File: config.mk
export PLATFORM = sky130hd
export DESIGN_NAME = multi_road_intersection_flat
export DESIGN_NICKNAME = d
export VERILOG_FILES = /design/src/rtl/intersection_pkg.sv /design/src/rtl/multi_road_intersection_if.sv /design/src/rtl/road_queue.sv /design/src/rtl/multi_road_intersection.sv /design/src/flat_wrapper.sv
export SDC_FILE = /design/constraint.sdc
export NUM_CORES = 1
export LEC_CHECK = 0
export CORE_UTILIZATION = 55
export DETAILED_ROUTE_END_ITERATION = 10
export GPL_ROUTABILITY_DRIVEN = 0
export MAX_ROUTING_LAYER = met4
export PLACE_DENSITY = 0.78
export SYNTH_ARGS = -nofsm -noshare
export SYNTH_HDL_FRONTEND = slang
export SYNTH_SLANG_ARGS = --single-unit
File: constraint.sdc
create_clock -name clk -period 6.4 [get_ports clk]
set_input_delay 1.92 -clock clk [delete_from_list [all_inputs] [get_ports clk]]
set_output_delay 1.92 -clock clk [all_outputs]
set_load 0.1 [all_outputs]
File: src/rtl/intersection_pkg.sv
// Shared op codes, light FSM encoding, duration bounds and the per-turn duration update.
package intersection_pkg;
  localparam logic OP_ADD    = 1'b0;
  localparam logic OP_REMOVE = 1'b1;

  typedef enum logic [0:0] {ST_GREEN = 1'b0, ST_ALL_RED = 1'b1} light_state_e;

  localparam logic [6:0] DUR_MIN_NORM = 7'd40;
  localparam logic [6:0] DUR_MAX_NORM = 7'd70;
  localparam logic [6:0] DUR_MIN_RUSH = 7'd30;
  localparam logic [6:0] DUR_MAX_RUSH = 7'd60;
  localparam logic [6:0] DUR_STEP     = 7'd5;
  localparam logic [4:0] FEW_CARS     = 5'd10;
  localparam logic [4:0] MANY_CARS    = 5'd20;

  // Light roads get longer turns, busy roads shorter, then clamp to the current window.
  function automatic logic [6:0] next_duration(input logic [6:0] dur, input logic [4:0] cars,
                                               input logic rush);
    logic [6:0] d, lo, hi;
    if (cars <= FEW_CARS)       d = dur + DUR_STEP;
    else if (cars >= MANY_CARS) d = dur - DUR_STEP;
    else                        d = dur;
    lo = rush ? DUR_MIN_RUSH : DUR_MIN_NORM;
    hi = rush ? DUR_MAX_RUSH : DUR_MAX_NORM;
    if (d < lo)      d = lo;
    else if (d > hi) d = hi;
    return d;
  endfunction
endpackage

File: src/rtl/multi_road_intersection_if.sv
// Car operation request/response bundle between a requester and the intersection.
interface multi_road_intersection_if #(
  parameter int NUM_ROADS = 4,
  parameter int PLATE_W   = 5
) ();
  localparam int ROAD_W = (NUM_ROADS > 1) ? $clog2(NUM_ROADS) : 1;

  logic               op_valid;
  logic               op_code;
  logic [ROAD_W-1:0]  op_road;
  logic [PLATE_W-1:0] plate_in;
  logic               op_done;
  logic               op_err;
  logic [PLATE_W-1:0] removed_plate;

  modport master (output op_valid, op_code, op_road, plate_in,
                  input  op_done, op_err, removed_plate);
  modport slave  (input  op_valid, op_code, op_road, plate_in,
                  output op_done, op_err, removed_plate);
endinterface

File: src/rtl/road_queue.sv
// Circular plate FIFO for one road; the head entry is visible combinationally for pops.
module road_queue #(
  parameter int DEPTH = 8,
  parameter int W     = 5,
  localparam int AW   = $clog2(DEPTH),
  localparam int CW   = AW + 1
) (
  input  logic          clk,
  input  logic          rst,
  input  logic          push,
  input  logic          pop,
  input  logic [W-1:0]  din,
  output logic [W-1:0]  dout,
  output logic [CW-1:0] count,
  output logic          full,
  output logic          empty
);
  logic [DEPTH-1:0][W-1:0] mem;
  logic [AW-1:0] wr_ptr, rd_ptr;
  logic do_push, do_pop;

  assign full    = (count == CW'(DEPTH));
  assign empty   = (count == '0);
  assign do_push = push && !full;
  assign do_pop  = pop && !empty;
  assign dout    = mem[rd_ptr];

  always_ff @(posedge clk)
    if (do_push) mem[wr_ptr] <= din;

  always_ff @(posedge clk or posedge rst)
    if (rst) begin
      wr_ptr <= '0;
      rd_ptr <= '0;
      count  <= '0;
    end else begin
      if (do_push) wr_ptr <= wr_ptr + 1'b1;
      if (do_pop)  rd_ptr <= rd_ptr + 1'b1;
      case ({do_push, do_pop})
        2'b10:   count <= count + 1'b1;
        2'b01:   count <= count - 1'b1;
        default: count <= count;
      endcase
    end
endmodule

File: src/rtl/multi_road_intersection.sv
// Round-robin traffic light with per-road plate queues, adaptive green time,
// a 12-hour wall clock and a blacklist of plates removed on red.
module multi_road_intersection
  import intersection_pkg::*;
#(
  parameter int NUM_ROADS   = 4,
  parameter int QUEUE_DEPTH = 8,
  parameter int PLATE_W     = 5,
  parameter int MAX_CARS    = 30,
  parameter int BLIST_DEPTH = 8,
  parameter int GREEN_INIT  = 40
) (
  input  logic                            clk,
  input  logic                            rst,
  multi_road_intersection_if.slave        op,
  output logic [NUM_ROADS-1:0]            green,
  output logic [6:0]                      remaining_time,
  output logic [NUM_ROADS*5-1:0]          num_cars,
  output logic [3:0]                      hour,
  output logic [5:0]                      minute,
  output logic [5:0]                      second,
  output logic                            am_pm,
  output logic                            rush_hour,
  input  logic                            bl_rd_en,
  output logic [PLATE_W-1:0]              bl_rd_data,
  output logic [$clog2(BLIST_DEPTH):0]    bl_count,
  output logic                            bl_overflow
);
  localparam int ROAD_W = (NUM_ROADS > 1) ? $clog2(NUM_ROADS) : 1;
  localparam int CW     = $clog2(QUEUE_DEPTH) + 1;
  localparam int BW     = $clog2(BLIST_DEPTH);

  logic [NUM_ROADS-1:0]              q_push, q_pop, q_full, q_empty;
  logic [NUM_ROADS-1:0][PLATE_W-1:0] q_head;
  logic [NUM_ROADS-1:0][CW-1:0]      q_count;
  logic [5:0]         total;
  logic               road_ok, sel_full, sel_empty, sel_green;
  logic [PLATE_W-1:0] sel_head;
  logic               add_ok, rem_ok, bl_append, midnight;

  light_state_e                  state;
  logic [ROAD_W-1:0]             idx, nxt_idx;
  logic [NUM_ROADS-1:0][6:0]     dur;
  logic [6:0]                    nxt_dur, new_dur;
  logic [4:0]                    nxt_cars;

  genvar r;
  for (r = 0; r < NUM_ROADS; r++) begin : g_road
    assign q_push[r] = add_ok && (op.op_road == ROAD_W'(r));
    assign q_pop[r]  = rem_ok && (op.op_road == ROAD_W'(r));
    road_queue #(.DEPTH(QUEUE_DEPTH), .W(PLATE_W)) u_q (
      .clk(clk), .rst(rst), .push(q_push[r]), .pop(q_pop[r]), .din(op.plate_in),
      .dout(q_head[r]), .count(q_count[r]), .full(q_full[r]), .empty(q_empty[r]));
    assign num_cars[r*5 +: 5] = 5'(q_count[r]);
  end

  // Road selects are done by match loops so an unused op_road code simply finds no road.
  always_comb begin
    total = '0; road_ok = 1'b0; sel_full = 1'b0; sel_empty = 1'b1; sel_head = '0;
    nxt_idx  = (idx == ROAD_W'(NUM_ROADS - 1)) ? '0 : idx + 1'b1;
    nxt_cars = '0; nxt_dur = '0;
    for (int i = 0; i < NUM_ROADS; i++) begin
      total = total + 6'(q_count[i]);
      if (op.op_road == ROAD_W'(i)) begin
        road_ok = 1'b1; sel_full = q_full[i]; sel_empty = q_empty[i]; sel_head = q_head[i];
      end
      if (nxt_idx == ROAD_W'(i)) begin
        nxt_cars = 5'(q_count[i]); nxt_dur = dur[i];
      end
    end
  end

  assign green     = (state == ST_GREEN) ? (NUM_ROADS'(1) << idx) : '0;
  assign sel_green = (state == ST_GREEN) && (idx == op.op_road);
  assign add_ok    = op.op_valid && (op.op_code == OP_ADD) && road_ok && !sel_full
                     && (total < 6'(MAX_CARS));
  assign rem_ok    = op.op_valid && (op.op_code == OP_REMOVE) && road_ok && !sel_empty;
  assign bl_append = rem_ok && !sel_green;
  assign new_dur   = next_duration(nxt_dur, nxt_cars, rush_hour);

  always_ff @(posedge clk or posedge rst)
    if (rst) begin
      op.op_done <= 1'b0; op.op_err <= 1'b0; op.removed_plate <= '0;
    end else begin
      op.op_done <= op.op_valid;
      op.op_err  <= op.op_valid && !(add_ok || rem_ok);
      if (rem_ok) op.removed_plate <= sel_head;
    end

  always_ff @(posedge clk or posedge rst)
    if (rst) begin
      state <= ST_GREEN; idx <= '0;
      remaining_time <= 7'(GREEN_INIT);
      dur <= {NUM_ROADS{7'(GREEN_INIT)}};
    end else if (state == ST_GREEN) begin
      if (remaining_time == 7'd1) begin
        state <= ST_ALL_RED; remaining_time <= '0;
      end else remaining_time <= remaining_time - 1'b1;
    end else begin
      state <= ST_GREEN; idx <= nxt_idx;
      remaining_time <= new_dur; dur[nxt_idx] <= new_dur;
    end

  logic sec_wrap, min_wrap, pm_n;
  logic [3:0] hour_n;
  assign sec_wrap = (second == 6'd59);
  assign min_wrap = sec_wrap && (minute == 6'd59);
  assign midnight = min_wrap && (hour == 4'd11) && am_pm;

  always_comb begin
    hour_n = hour; pm_n = am_pm;
    if (min_wrap) begin
      hour_n = (hour == 4'd12) ? 4'd1 : hour + 1'b1;
      if (hour == 4'd11) pm_n = ~am_pm;
    end
  end

  // rush_hour follows the new time so both change on the same edge.
  always_ff @(posedge clk or posedge rst)
    if (rst) begin
      hour <= 4'd6; minute <= '0; second <= '0; am_pm <= 1'b0; rush_hour <= 1'b0;
    end else begin
      second <= sec_wrap ? '0 : second + 1'b1;
      if (sec_wrap) minute <= min_wrap ? '0 : minute + 1'b1;
      hour  <= hour_n;
      am_pm <= pm_n;
      rush_hour <= pm_n ? (hour_n == 4'd5 || hour_n == 4'd6)
                        : (hour_n == 4'd7 || hour_n == 4'd8);
    end

  logic [BLIST_DEPTH-1:0][PLATE_W-1:0] bl_mem;
  logic [BW-1:0] bl_rd_ptr;
  logic [BW:0]   rd_ptr_inc;
  logic          bl_full;
  assign bl_full    = (bl_count == (BW+1)'(BLIST_DEPTH));
  assign rd_ptr_inc = {1'b0, bl_rd_ptr} + 1'b1;

  always_ff @(posedge clk)
    if (bl_append && !bl_full) bl_mem[BW'(bl_count)] <= sel_head;

  // The midnight clear wins over any same-cycle append or read.
  always_ff @(posedge clk or posedge rst)
    if (rst) begin
      bl_count <= '0; bl_overflow <= 1'b0; bl_rd_ptr <= '0; bl_rd_data <= '0;
    end else if (midnight) begin
      bl_count <= '0; bl_overflow <= 1'b0; bl_rd_ptr <= '0; bl_rd_data <= '0;
    end else begin
      if (bl_append) begin
        if (bl_full) bl_overflow <= 1'b1;
        else         bl_count <= bl_count + 1'b1;
      end
      if (bl_rd_en) begin
        if (bl_count == '0) bl_rd_data <= '0;
        else begin
          bl_rd_data <= bl_mem[bl_rd_ptr];
          bl_rd_ptr  <= (rd_ptr_inc >= bl_count) ? '0 : bl_rd_ptr + 1'b1;
        end
      end
    end
endmodule

File: src/flat_wrapper.sv
// flat-port wrapper written by rule: the top's interface ports become plain ports
module multi_road_intersection_flat import intersection_pkg::*;
#(
  parameter int NUM_ROADS   = 4,
  parameter int QUEUE_DEPTH = 8,
  parameter int PLATE_W     = 5,
  parameter int MAX_CARS    = 30,
  parameter int BLIST_DEPTH = 8,
  parameter int GREEN_INIT  = 40
)
  (clk, rst, green, remaining_time, num_cars, hour, minute, second, am_pm, rush_hour, bl_rd_en, bl_rd_data, bl_count, bl_overflow, op_op_valid, op_op_code, op_op_road, op_plate_in, op_op_done, op_op_err, op_removed_plate);
  multi_road_intersection_if #(.NUM_ROADS(NUM_ROADS), .PLATE_W(PLATE_W)) op_i ();
  input  logic clk;
  input  logic rst;
  output logic [NUM_ROADS-1:0] green;
  output logic [6:0] remaining_time;
  output logic [NUM_ROADS*5-1:0] num_cars;
  output logic [3:0] hour;
  output logic [5:0] minute;
  output logic [5:0] second;
  output logic am_pm;
  output logic rush_hour;
  input  logic bl_rd_en;
  output logic [PLATE_W-1:0] bl_rd_data;
  output logic [$clog2(BLIST_DEPTH):0] bl_count;
  output logic bl_overflow;
  input wire logic [$bits(op_i.op_valid)-1:0] op_op_valid;
  input wire logic [$bits(op_i.op_code)-1:0] op_op_code;
  input wire logic [$bits(op_i.op_road)-1:0] op_op_road;
  input wire logic [$bits(op_i.plate_in)-1:0] op_plate_in;
  output wire logic [$bits(op_i.op_done)-1:0] op_op_done;
  output wire logic [$bits(op_i.op_err)-1:0] op_op_err;
  output wire logic [$bits(op_i.removed_plate)-1:0] op_removed_plate;
  assign op_i.op_valid = op_op_valid;
  assign op_i.op_code = op_op_code;
  assign op_i.op_road = op_op_road;
  assign op_i.plate_in = op_plate_in;
  assign op_op_done = op_i.op_done;
  assign op_op_err = op_i.op_err;
  assign op_removed_plate = op_i.removed_plate;
  multi_road_intersection #(.NUM_ROADS(NUM_ROADS), .QUEUE_DEPTH(QUEUE_DEPTH), .PLATE_W(PLATE_W), .MAX_CARS(MAX_CARS), .BLIST_DEPTH(BLIST_DEPTH), .GREEN_INIT(GREEN_INIT)) u_core (.clk(clk), .rst(rst), .op(op_i), .green(green), .remaining_time(remaining_time), .num_cars(num_cars), .hour(hour), .minute(minute), .second(second), .am_pm(am_pm), .rush_hour(rush_hour), .bl_rd_en(bl_rd_en), .bl_rd_data(bl_rd_data), .bl_count(bl_count), .bl_overflow(bl_overflow));
endmodule
== Yosys cells after proc, flatten, opt, wreduce, memory -nomap -nowiden ==
Cells that the tools add are included.
Storage, ports and cells
  output and inout port bits: 66
  word-level logic and storage cells: 316
  input bits: 12
  register bits after elaboration: 316
Cells by class
  shift-type cells: 1
  add/subtract/negate cells: 29
  muxes and demuxes: 88
  reductions and logical operators: 69
  magnitude comparators: 23
  equal/unequal tests: 32
  bitwise logic cells: 3
Operators by type and width (count)
  40-bit bitwise mux: 5
  5-bit two-way mux: 17
  7-bit two-way mux: 12
  5-bit binary-select mux with 3-bit select: 5
  5-bit demux with 3-bit select: 5
  3-bit by 4-bit < comparator with 1-bit output, second input constant: 10
  4-bit two-way mux: 10
  1-bit logical AND: 36
  4-bit equality test, second input constant: 8
  4-bit one-hot mux with 2 select lines: 4
  28-bit bitwise mux: 1
  3-bit by 1-bit adder with 3-bit output, second input constant: 9
  4-bit by 1-bit adder with 4-bit output, second input constant: 6
  4-bit zero test: 5
  1-bit two-way mux: 20
  2-bit equality test, second input constant: 9
  6-bit two-way mux: 3
  4-bit by 1-bit subtractor with 4-bit output, second input constant: 4
  3-bit by 1-bit >= comparator with 1-bit output, second input constant: 5
  7-bit demux with 2-bit select: 1
  2-bit nonzero test: 7
  1-bit zero test: 13
  6-bit by 1-bit adder with 6-bit output, second input constant: 2
  6-bit by 4-bit adder with 6-bit output: 2
  other kinds (27): 46

== Depth between registers and ports, before layout ==
Gate-level depths: netlist of the first run.
  depth in word-level cells: 14
  gate-level depth with buffers: 22

== Modules after synthesis ==
A second synthesis of the first run with hierarchy kept.
Unflattened totals
  cells, all modules: 1087
  area total of the unflattened synthesis: 15197.1 sq um
By module, submodules not included
  road_queue: cells each 126, area an instance 2160.8 sq um, seq. area each 1451.4 sq um, instances 4
  multi_road_intersection: cells each 583, area an instance 6553.8 sq um, seq. area each 3118.0 sq um, instances 1

== Least setup slack after synthesis of the first run ==
Ideal clock, no wire load.
  kind: register to register
  start point: register u_core.g_road[1].u_q.count[0]
  end point: register u_core.g_road[3].u_q.count[3]
  setup slack: 1.023 ns
  data arrival time: 5.249 ns
  cell stages (with the launch flop): 18
  period minus slack after synthesis: 5.377 ns
  data required time: 6.273 ns
  cells stage by stage: dfrtp_1 > ha_1 > fa_1 > fa_1 > ha_1 > fa_1 > a21o_1 > a2111oi_0 > o311a_1 > clkbuf_1 > nand4_1 > ha_1 > ha_1 > a21o_1 > a21oi_1 > xnor2_1 > nor2_1 > xnor2_1
On the way
  cells in the longest elaborated chain, start to end: 11
  elaborated cells between the ends (all ways): 25
  those cells by class: add/sub (3); order compare (1); eq/ne (3); mux (7); reduce/logical (11)
RTL lines
  start: declaration: RTL line road_queue.sv:14  | output logic [CW-1:0] count,
  start signal: assignment: RTL line road_queue.sv:40  | 2'b10: count <= count + 1'b1;
  start signal: assignment: RTL line road_queue.sv:41  | 2'b01: count <= count - 1'b1;
  start signal: assignment: RTL line road_queue.sv:42  | default: count <= count;
  parallel branches: the longest is 11 deep, another holds 6-bit by 4-bit adder with 6-bit output
  end signal: assignment: RTL line road_queue.sv:40
  end signal: assignment: RTL line road_queue.sv:41
  end signal: assignment: RTL line road_queue.sv:42
  end: declaration: RTL line road_queue.sv:14
Parallel ways; which one is timed is not known.
A chain may end at the register's enable or synchronous reset.

== Worst setup path in the final report of the first run ==
  start point: register u_core.idx[0]
  end point: register u_core.dur[22] (netlist name)
On the way
  cells in the longest elaborated chain, start to end: 14
  elaborated cells between the ends (all ways): 31
  those cells by class: add/sub (3); order compare (6); eq/ne (4); mux (16); reduce/logical (2)
RTL lines
  start: declaration: RTL line multi_road_intersection.sv:42  | logic [ROAD_W-1:0] idx, nxt_idx;
  start signal: assignment: RTL line multi_road_intersection.sv:92  | state <= ST_GREEN; idx <= '0;
  start signal: assignment: RTL line multi_road_intersection.sv:100  | state <= ST_GREEN; idx <= nxt_idx;
  2-bit by 1-bit adder with 2-bit output / 2-bit equality test (equally long branches): RTL line multi_road_intersection.sv:60  | nxt_idx = (idx == ROAD_W'(NUM_ROADS - 1)) ? '0 : idx + 1'b1;
  2-bit two-way mux *: RTL line multi_road_intersection.sv:60
  2-bit zero test: RTL line multi_road_intersection.sv:67  | if (nxt_idx == ROAD_W'(i)) begin
  7-bit two-way mux / 4-bit two-way mux (equally long branches) (4 in a row): RTL line multi_road_intersection.sv:67
  7-bit by 3-bit subtractor with 7-bit output / 4-bit by 5-bit >= comparator with 1-bit output (equally long branches): RTL line intersection_pkg.sv:21  | else if (cars >= MANY_CARS) d = dur - DUR_STEP;
  7-bit two-way mux: RTL line intersection_pkg.sv:21
  7-bit two-way mux: RTL line intersection_pkg.sv:20  | if (cars <= FEW_CARS) d = dur + DUR_STEP;
  7-bit > comparator: RTL line intersection_pkg.sv:26  | else if (d > hi) d = hi;
  7-bit two-way mux: RTL line intersection_pkg.sv:26
  7-bit two-way mux: RTL line intersection_pkg.sv:25  | if (d < lo) d = lo;
  28-bit bitwise mux *: RTL line multi_road_intersection.sv:101  | remaining_time <= new_dur; dur[nxt_idx] <= new_dur;
  end signal: assignment: RTL line multi_road_intersection.sv:94  | dur <= {NUM_ROADS{7'(GREEN_INIT)}};
  end signal: indexed assignment: RTL line multi_road_intersection.sv:101
  end: declaration: RTL line multi_road_intersection.sv:43  | logic [NUM_ROADS-1:0][6:0] dur;
Every way passes the cells marked *; elsewhere a longest branch is shown, timed or not.

==> results.py, run 1 <==
metrics = {
    "floorplan": {
        "placement_rows": 60,
        "floorplan.die_area_sq_um": 28280,
        "io_pins": 78,
        "die-width_um": 168.2,
        "core_sq_um": 27030,
        "initial_core_util": 0.5619,
        "die_h_um": 168.2,
    },
    "critical_path": {
        "worstSetupStartpointType": "register",
        "cell_family_contributing_the_most_delay_on_the_critical_path": "compound AO/OA/AOI/OAI gates",
        "arrival_ps": 5650,
        "cp-end-kind": "register",
        "timing.critical_path.required_ps": 6790,
        "crit_path_buffers_inverters": 2,
        "crit_path_class": "register to register",
        "timing.critical_path.cells": "inv_1 -> ha_1 -> a211oi_1 -> a221oi_2 -> ha_1 -> nor2b_1 -> o21ai_0 -> o41ai_2 -> xnor2_1 -> inv_1 -> ha_1 -> a21oi_1 -> nor3b_1 -> or4b_4 -> nand3_2 -> nor3_2 -> o41ai_1",
        "cp_slowest_stage_delay_ps": 580,
        "crit_fanout": 18,
        "worst_path_slowest_cell": "sky130_fd_sc_hd__ha_1",
        "path_common_cell": "sky130_fd_sc_hd__ha_1",
        "r2r_cells": 17,
        "critical_path_depth": 17,
    },
    "yosys": {
        "synth.yosys.seq_area_share": 0.5877,
        "synth_area_leader": "sky130_fd_sc_hd__edfxtp_1",
        "postSynth.asyncResetShare": 0.3671,
        "yosys.cell_types.count": 83,
        "post_synth_instance_area_sq_um": 15180,
        "postSynthAreaPerCell_sq_um": 13.79,
        "synth_top_flop_cell": "sky130_fd_sc_hd__edfxtp_1",
        "yosys-top-cells-area": "sky130_fd_sc_hd__edfxtp_1, sky130_fd_sc_hd__dfrtp_1, sky130_fd_sc_hd__mux4_2",
        "synth_enable_flop_cells": 200,
        "synthesis.yosys.warnings": 0,
        "post_synth_top_area_share": 0.3955,
        "post_synth_inst_count": 1101,
        "postSynthRegisterBits": 316,
    },
    "global_routing": {
        "first_global_vias": 9297,
        "pin_count_of_the_biggest_net_entering_global_routing": 59,
        "global_route.overflow_total": 0,
        "grt_util_all_layers": 0.2412,
        "antenna_found_initial": 0,
        "grt_first_pass_wirelength_um": 51160,
    },
    "cts": {
        "cts_max_path_buffers": 3,
        "cts_made_buffers": 34,
        "cts_tree": "yes",
        "cts_setup_buffers": 0,
        "clock_sinks": 316,
        "number_of_instances_resized_during_post_cts_repair": 0,
        "clock_transition_time_at_the_flip_flop_clock_pins_of_the_worst_setup_and_hold_paths_ps": 60,
        "cts_root_buffer": "sky130_fd_sc_hd__clkbuf_16",
        "insertion_delay_ps": 510,
        "cts_htree_levels": 2,
        "cts_hold_repair.buffers": 0,
    },
    "sta": {
        "final_setup_tns_ps": 0,
        "max_clock_freq_mhz": 190.2,
        "setup-violations-final": 0,
        "timing.final.crit_share": 0.8216,
        "slew-limit-headroom": 0.1616,
        "layout_setup_ws_ps": 1141,
        "fin_hold_ws_ps": 473.4,
        "clock_skew_ps": 12.80,
        "timing.final.crit_period_ps": 5259,
        "worstMarginPinSlew_ps": 1254,
        "number_of_pins_exceeding_their_max_slew_limit_in_the_final_report": 0,
        "hold_viol": 0,
        "rsz0062_at_grt": "no",
    },
    "drt": {
        "wire_per_inst_um": 20.61,
        "count_of_tritonroute_iterations_in_the_first_routing_pass": 7,
        "vias": 9297,
        "totalWireLength_um": 31740,
        "dr.first_iter.drc_count": 769,
        "detail-route-antenna-nets": 0,
        "avgViaCountPerCell": 6.037,
        "drc": 0,
    },
    "layout": {
        "final_area_sq_um": 17240,
        "finalNetCount": 1257,
        "area_delta_synth_final_pct": 13.56,
        "final_common_cell": "sky130_fd_sc_hd__edfxtp_1",
        "post_route_cells_drive_above_1_share": 0.1476,
        "count_of_fill_cells_added_during_filler_insertion": 1957,
        "commonest_cells_after_routing_fill_and_taps_aside": "sky130_fd_sc_hd__edfxtp_1, sky130_fd_sc_hd__dfrtp_1, sky130_fd_sc_hd__nor2_1",
        "layout.cells.non_filler": 1540,
        "antenna_cells_inserted": 0,
    },
    "place": {
        "placed_cell_area_sq_um": 16220,
        "portBuffers": 73,
        "detailedPlace.worstSlack_ps": 1152,
        "post-dp-hpwl_um": 21600,
        "dp_cells": 1482,
    },
    "run_status": {
        "status": "completed",
    },
    "worst_hold_path": {
        "hold_crit_class": "register to register",
        "min_delay_path_depth": 2,
    },
    "power_and_ir_drop": {
        "pwr_density_cell_nw_per_um2": 427.3,
        "cellLeakagePower_nw": 6.392,
        "peakVddDrop_mv": 0.2649,
    },
    "flow_run": {
        "drv_cap": 0,
    },
}
-- power breakdown --
part / switching, W / internal, W
clock: 0.000759 / 0.00108
sequential: 0.000439 / 0.00244
combinational: 0.00160 / 0.00106
total: 0.00280 / 0.00457
-- synth_stat cells, types with 25 or more instances --
| master | count |
|---|---|
| sky130_fd_sc_hd__mux2_2 | 25 |
| sky130_fd_sc_hd__nor3_1 | 28 |
| sky130_fd_sc_hd__dfrtp_1 | 104 |
| sky130_fd_sc_hd__mux4_2 | 52 |
| sky130_fd_sc_hd__nand3_1 | 31 |
| sky130_fd_sc_hd__xnor2_1 | 38 |
| sky130_fd_sc_hd__nor2_1 | 74 |
| sky130_fd_sc_hd__inv_1 | 53 |
| sky130_fd_sc_hd__o21ai_0 | 37 |
| sky130_fd_sc_hd__edfxtp_1 | 200 |
| sky130_fd_sc_hd__ha_1 | 59 |
| sky130_fd_sc_hd__nand2_1 | 72 |
-- final cells by class --
type | count | area [sq um] | area share
repair buffers | 86 | 828.3 | 0.04803
clock buffers | 41 | 898.4 | 0.05210
well taps | 341 | 426.7 | 0.02474
multi-input cells | 684 | 5829 | 0.3381
clock inverters | 17 | 128.9 | 0.007474
inverters | 55 | 209.0 | 0.01212
flip-flops and latches | 316 | 8924 | 0.5175
-- final timing paths --
check	from	to	slack [ps]
max in group asynchronous	rst	u_core.hour[1]	3490
worst max-delay path	u_core.idx[0]	u_core.dur[22]	1140
min in group asynchronous	rst	u_core.bl_count[2]	1920
worst min-delay path	u_core.bl_rd_data[4]	u_core.bl_rd_data[4]	470
worst max register to register	u_core.idx[0]	u_core.dur[22]	1140
worst min register to register	u_core.bl_rd_data[4]	u_core.bl_rd_data[4]	470
-- flip-flops by register name, summed over array words and instances (netlist names), 2 cells and up --
name and flops:
u_core.op.removed_plate 5, u_core.hour 4, u_core.bl_rd_data 5, u_core.minute 6, u_core.g_road.u_q.count 16, u_core.second 6
u_core.remaining_time 7, u_core.idx 2, u_core.g_road.u_q.wr_ptr 12, u_core.dur 28, u_core.g_road.u_q.mem 160, u_core.bl_rd_ptr 3
u_core.bl_mem 40, u_core.bl_count 4, u_core.g_road.u_q.rd_ptr 12
-- cells by family (layout without fill, tap and decap cells) --
kind of cell / after synthesis / in the layout / synth area share
AO/OA/AOI/OAI: 163 / 163 / 0.07894
flip-flops: 316 / 316 / 0.5877
buffers and inverters: 104 / 199 / 0.02917
adder cells (fa/ha/maj): 68 / 68 / 0.06048
other: 1 / 4 / 0.0002470
XOR/XNOR: 57 / 57 / 0.03337
multiplexers: 102 / 102 / 0.1124
AND/OR/NAND/NOR: 290 / 290 / 0.09773
-- per-stage QoR --
stage,util,power [W]
2_1_floorplan,-,0.004888
3_5_place_dp,0.6000,0.005559
5_1_grt,0.6381,0.007755
3_3_place_gp,0.6000,0.005489
6_report,0.6381,0.007369
4_1_cts,0.6381,0.007421
-- per-layer routing --
| layer | vias to the layer above | part of all wire | GRT usage |
|---|---|---|---|
| met5 | - | 0 | - |
| met1 | 4621 | 0.42 | 0.3166 |
| met2 | 313 | 0.49 | 0.3902 |
| met3 | 63 | 0.062 | 0.04748 |
| met4 | 0 | 0.021 | 0.05889 |
| li1 | 4300 | - | - |
-- worst reg2reg max path: stages (launching register included) --
cell                       delay (ps)
sky130_fd_sc_hd__dfrtp_1          480
sky130_fd_sc_hd__inv_1            190
sky130_fd_sc_hd__ha_1             580
sky130_fd_sc_hd__a211oi_1         190
sky130_fd_sc_hd__a221oi_2         470
sky130_fd_sc_hd__ha_1             380
sky130_fd_sc_hd__nor2b_1           70
sky130_fd_sc_hd__o21ai_0          100
sky130_fd_sc_hd__o41ai_2          140
sky130_fd_sc_hd__xnor2_1          510
sky130_fd_sc_hd__inv_1            110
sky130_fd_sc_hd__ha_1             310
sky130_fd_sc_hd__a21oi_1           60
sky130_fd_sc_hd__nor3b_1          220
sky130_fd_sc_hd__or4b_4           510
sky130_fd_sc_hd__nand3_2          330
sky130_fd_sc_hd__nor3_2           130
sky130_fd_sc_hd__o41ai_1          380
No activity file was read; power rests on OpenSTA's default activity.
==> run 2, diff against run 1 <==
- clock period: 6.4 -> 4.93 ns (I/O delays scaled with it)
==> run 2 against run 1 <==
  * Critical path type unchanged
  * Flip-flop and latch count did not move
  * First-iteration DRC count fell by 7.8%
  * Sequential power rose by 29%
  * Fmax rose by 13%
  * Largest power group unchanged
  * Design area rose by 3.0%
==> results.py, run 2 (same netlist as run 1, synthesis figures left out) <==
metrics = {
    "run_status": {
        "status": "completed",
    },
    "worst_hold_path": {
        "hold_crit_class": "register to register",
    },
    "sta": {
        "max_clock_freq_mhz": 214.7,
        "slew-limit-headroom": 0.1702,
        "final_setup_tns_ps": 0,
        "timing.final.crit_share": 0.9448,
        "setup-violations-final": 0,
        "rsz0062_at_grt": "no",
        "timing.final.crit_period_ps": 4658,
        "worstMarginPinSlew_ps": 1241,
        "number_of_pins_exceeding_their_max_slew_limit_in_the_final_report": 0,
        "clock_skew_ps": 10.34,
        "hold_viol": 0,
    },
    "power_and_ir_drop": {
        "power.combinational.fraction": 0.358,
        "power.share.clock": 0.268,
        "netSwitchingPower_w": 0.003687,
        "cellLeakagePower_nw": 6.652,
        "power.share.sequential": 0.375,
        "pwr_density_cell_nw_per_um2": 557.8,
        "internal_power_w": 0.006219,
        "peakVddDrop_mv": 0.3361,
        "netSwitchingFraction": 0.3722,
    },
    "critical_path": {
        "worst_path_slowest_cell": "sky130_fd_sc_hd__fa_1",
        "crit_path_class": "register to register",
        "worstSetupStartpointType": "register",
        "timing.critical_path.cells": "ha_4 -> fa_1 -> fa_1 -> ha_1 -> fa_1 -> a21o_1 -> a2111oi_2 -> o311a_1 -> nand4b_1 -> ha_1 -> ha_1 -> a21o_1 -> a21oi_1 -> xnor2_1 -> nor2_1 -> xnor2_1",
        "crit_fanout": 7,
        "timing.critical_path.required_ps": 5330,
        "cp_slowest_stage_delay_ps": 510,
        "cp-end-kind": "register",
        "arrival_ps": 5050,
        "crit_path_buffers_inverters": 0,
        "cell_family_contributing_the_most_delay_on_the_critical_path": "adder cells",
    },
    "layout": {
        "reg_top3": "u_core.g_road.u_q.mem: 160 flops, u_core.bl_mem: 40 flops, u_core.dur: 28 flops",
        "fin_util": 0.6571,
        "commonest_cells_after_routing_fill_and_taps_aside": "sky130_fd_sc_hd__edfxtp_1, sky130_fd_sc_hd__dfrtp_1, sky130_fd_sc_hd__nor2_1",
        "layout.cells.non_filler": 1586,
        "finalNetCount": 1298,
        "largest_reg_flops": 160,
        "post_route_cells_drive_above_1_share": 0.1896,
        "antenna_cells_inserted": 0,
        "area_delta_synth_final_pct": 16.96,
        "registers.top_by_ff_count": "u_core.g_road.u_q.mem",
        "final_common_cell": "sky130_fd_sc_hd__edfxtp_1",
    },
    "drt": {
        "count_of_tritonroute_iterations_in_the_first_routing_pass": 5,
        "detail-route-antenna-nets": 0,
        "wire_per_inst_um": 19.72,
        "totalWireLength_um": 31280,
        "drc": 0,
        "dr.first_iter.drc_count": 709,
        "avgViaCountPerCell": 5.956,
        "vias": 9447,
    },
    "cts": {
        "cts_made_buffers": 35,
        "cts_htree_levels": 2,
        "insertion_delay_ps": 520,
        "clock_sinks": 316,
        "cts_hold_repair.buffers": 0,
        "clock_transition_time_at_the_flip_flop_clock_pins_of_the_worst_setup_and_hold_paths_ps": 60,
        "cts_root_buffer": "sky130_fd_sc_hd__clkbuf_16",
        "cts_max_path_buffers": 3,
        "cts_tree": "yes",
    },
    "floorplan": {
        "initial_core_util": 0.5619,
        "placement_rows": 60,
        "die-width_um": 168.2,
        "io_pins": 78,
        "floorplan.die_area_sq_um": 28280,
        "core_sq_um": 27030,
        "die_h_um": 168.2,
    },
    "global_routing": {
        "grt_first_pass_wirelength_um": 50870,
        "global_route.overflow_total": 0,
        "first_global_vias": 9428,
        "pin_count_of_the_biggest_net_entering_global_routing": 51,
        "antenna_found_initial": 0,
        "grt_util_all_layers": 0.2378,
    },
    "place": {
        "portBuffers": 73,
        "post-dp-hpwl_um": 21830,
        "dp_cells": 1521,
    },
    "flow_run": {
        "drv_cap": 0,
    },
}
-- run 2: cell count changes in the layout (fill, tap and decap cells not counted), moves of 5 or more --
cell / delta
sky130_fd_sc_hd__buf_4: +38
sky130_fd_sc_hd__clkbuf_1: +6
sky130_fd_sc_hd__clkinv_1: -6
sky130_fd_sc_hd__dfrtp_1: -6
sky130_fd_sc_hd__dfrtp_2: +6
sky130_fd_sc_hd__ha_1: -5
-- run 2: power by group through the flow --
| stage | clock, W | combinational (W) | sequential, W |
|---|---|---|---|
| 6_report | 0.00265 | 0.00354 | 0.00371 |
| 4_1_cts | 0.00270 | 0.00353 | 0.00372 |
| 5_1_grt | 0.00281 | 0.00382 | 0.00379 |
| 2_1_floorplan | 0 | 0.00198 | 0.00438 |
| 3_5_place_dp | 0 | 0.00350 | 0.00377 |
| 3_3_place_gp | 0 | 0.00341 | 0.00375 |
-- run 2: path summary, 6_finish.rpt --
kind                                                    start                             to  slack, ps  cells past startpoint
worst min-delay path                     u_core.bl_rd_data[4]           u_core.bl_rd_data[4]        480                      2
worst max register to register  u_core.g_road[0].u_q.count[0]  u_core.g_road[2].u_q.count[3]        270                     16
worst min register to register           u_core.bl_rd_data[4]           u_core.bl_rd_data[4]        480                      2
worst max-delay path            u_core.g_road[0].u_q.count[0]  u_core.g_road[2].u_q.count[3]        270                     16
min in group asynchronous                                 rst             u_core.bl_count[2]       1350                      2
max in group asynchronous                                 rst                 u_core.dur[12]       2740                      3
-- run 2: layout make-up --
type,instances,area (sq um)
Timing Repair Buffer,126,1154
Inverter,55,209.0
Clock inverter,16,241.5
Tap cell,341,426.7
Fill cell,1963,9266
Clock buffer,48,934.6
Multi-Input combinational cell,684,5863
Sequential cell,316,8931
-- run 2: worst reg2reg max path: stages (launching register included) --
cell and delay (ps):
sky130_fd_sc_hd__dfrtp_2 430, sky130_fd_sc_hd__ha_4 170, sky130_fd_sc_hd__fa_1 510, sky130_fd_sc_hd__fa_1 430
sky130_fd_sc_hd__ha_1 250, sky130_fd_sc_hd__fa_1 410, sky130_fd_sc_hd__a21o_1 180, sky130_fd_sc_hd__a2111oi_2 350
sky130_fd_sc_hd__o311a_1 380, sky130_fd_sc_hd__nand4b_1 170, sky130_fd_sc_hd__ha_1 280, sky130_fd_sc_hd__ha_1 280
sky130_fd_sc_hd__a21o_1 180, sky130_fd_sc_hd__a21oi_1 180, sky130_fd_sc_hd__xnor2_1 140, sky130_fd_sc_hd__nor2_1 70
sky130_fd_sc_hd__xnor2_1 120
-- run 2: stage by stage --
step / worst slack [ps] / hold slack, ps / area [sq um] / power, W
2_1_floorplan: 47.66 / 443.2 / 15220 / 0.006361
3_3_place_gp: 318.4 / 463.3 / 16560 / 0.007160
3_5_place_dp: 165.3 / 473.2 / 16560 / 0.007276
5_1_grt: 40.14 / 511.5 / 17760 / 0.01041
4_1_cts: 177.8 / 486.7 / 17730 / 0.009945
6_report: 272.1 / 482.9 / 17760 / 0.009907
-- run 2: timing repair --
item	CTS	global route
endpoints found under the setup margin	0	13
gates resized for setup	0	6
setup buffers	0	1
-- run 2: metal layers --
metal	wire [um]	vias to the layer above	global-route usage
met4	731	0	0.06403
met3	1654	58	0.03244
met5	0	-	-
met2	15200	273	0.3795
li1	-	4389	-
met1	13690	4727	0.3244
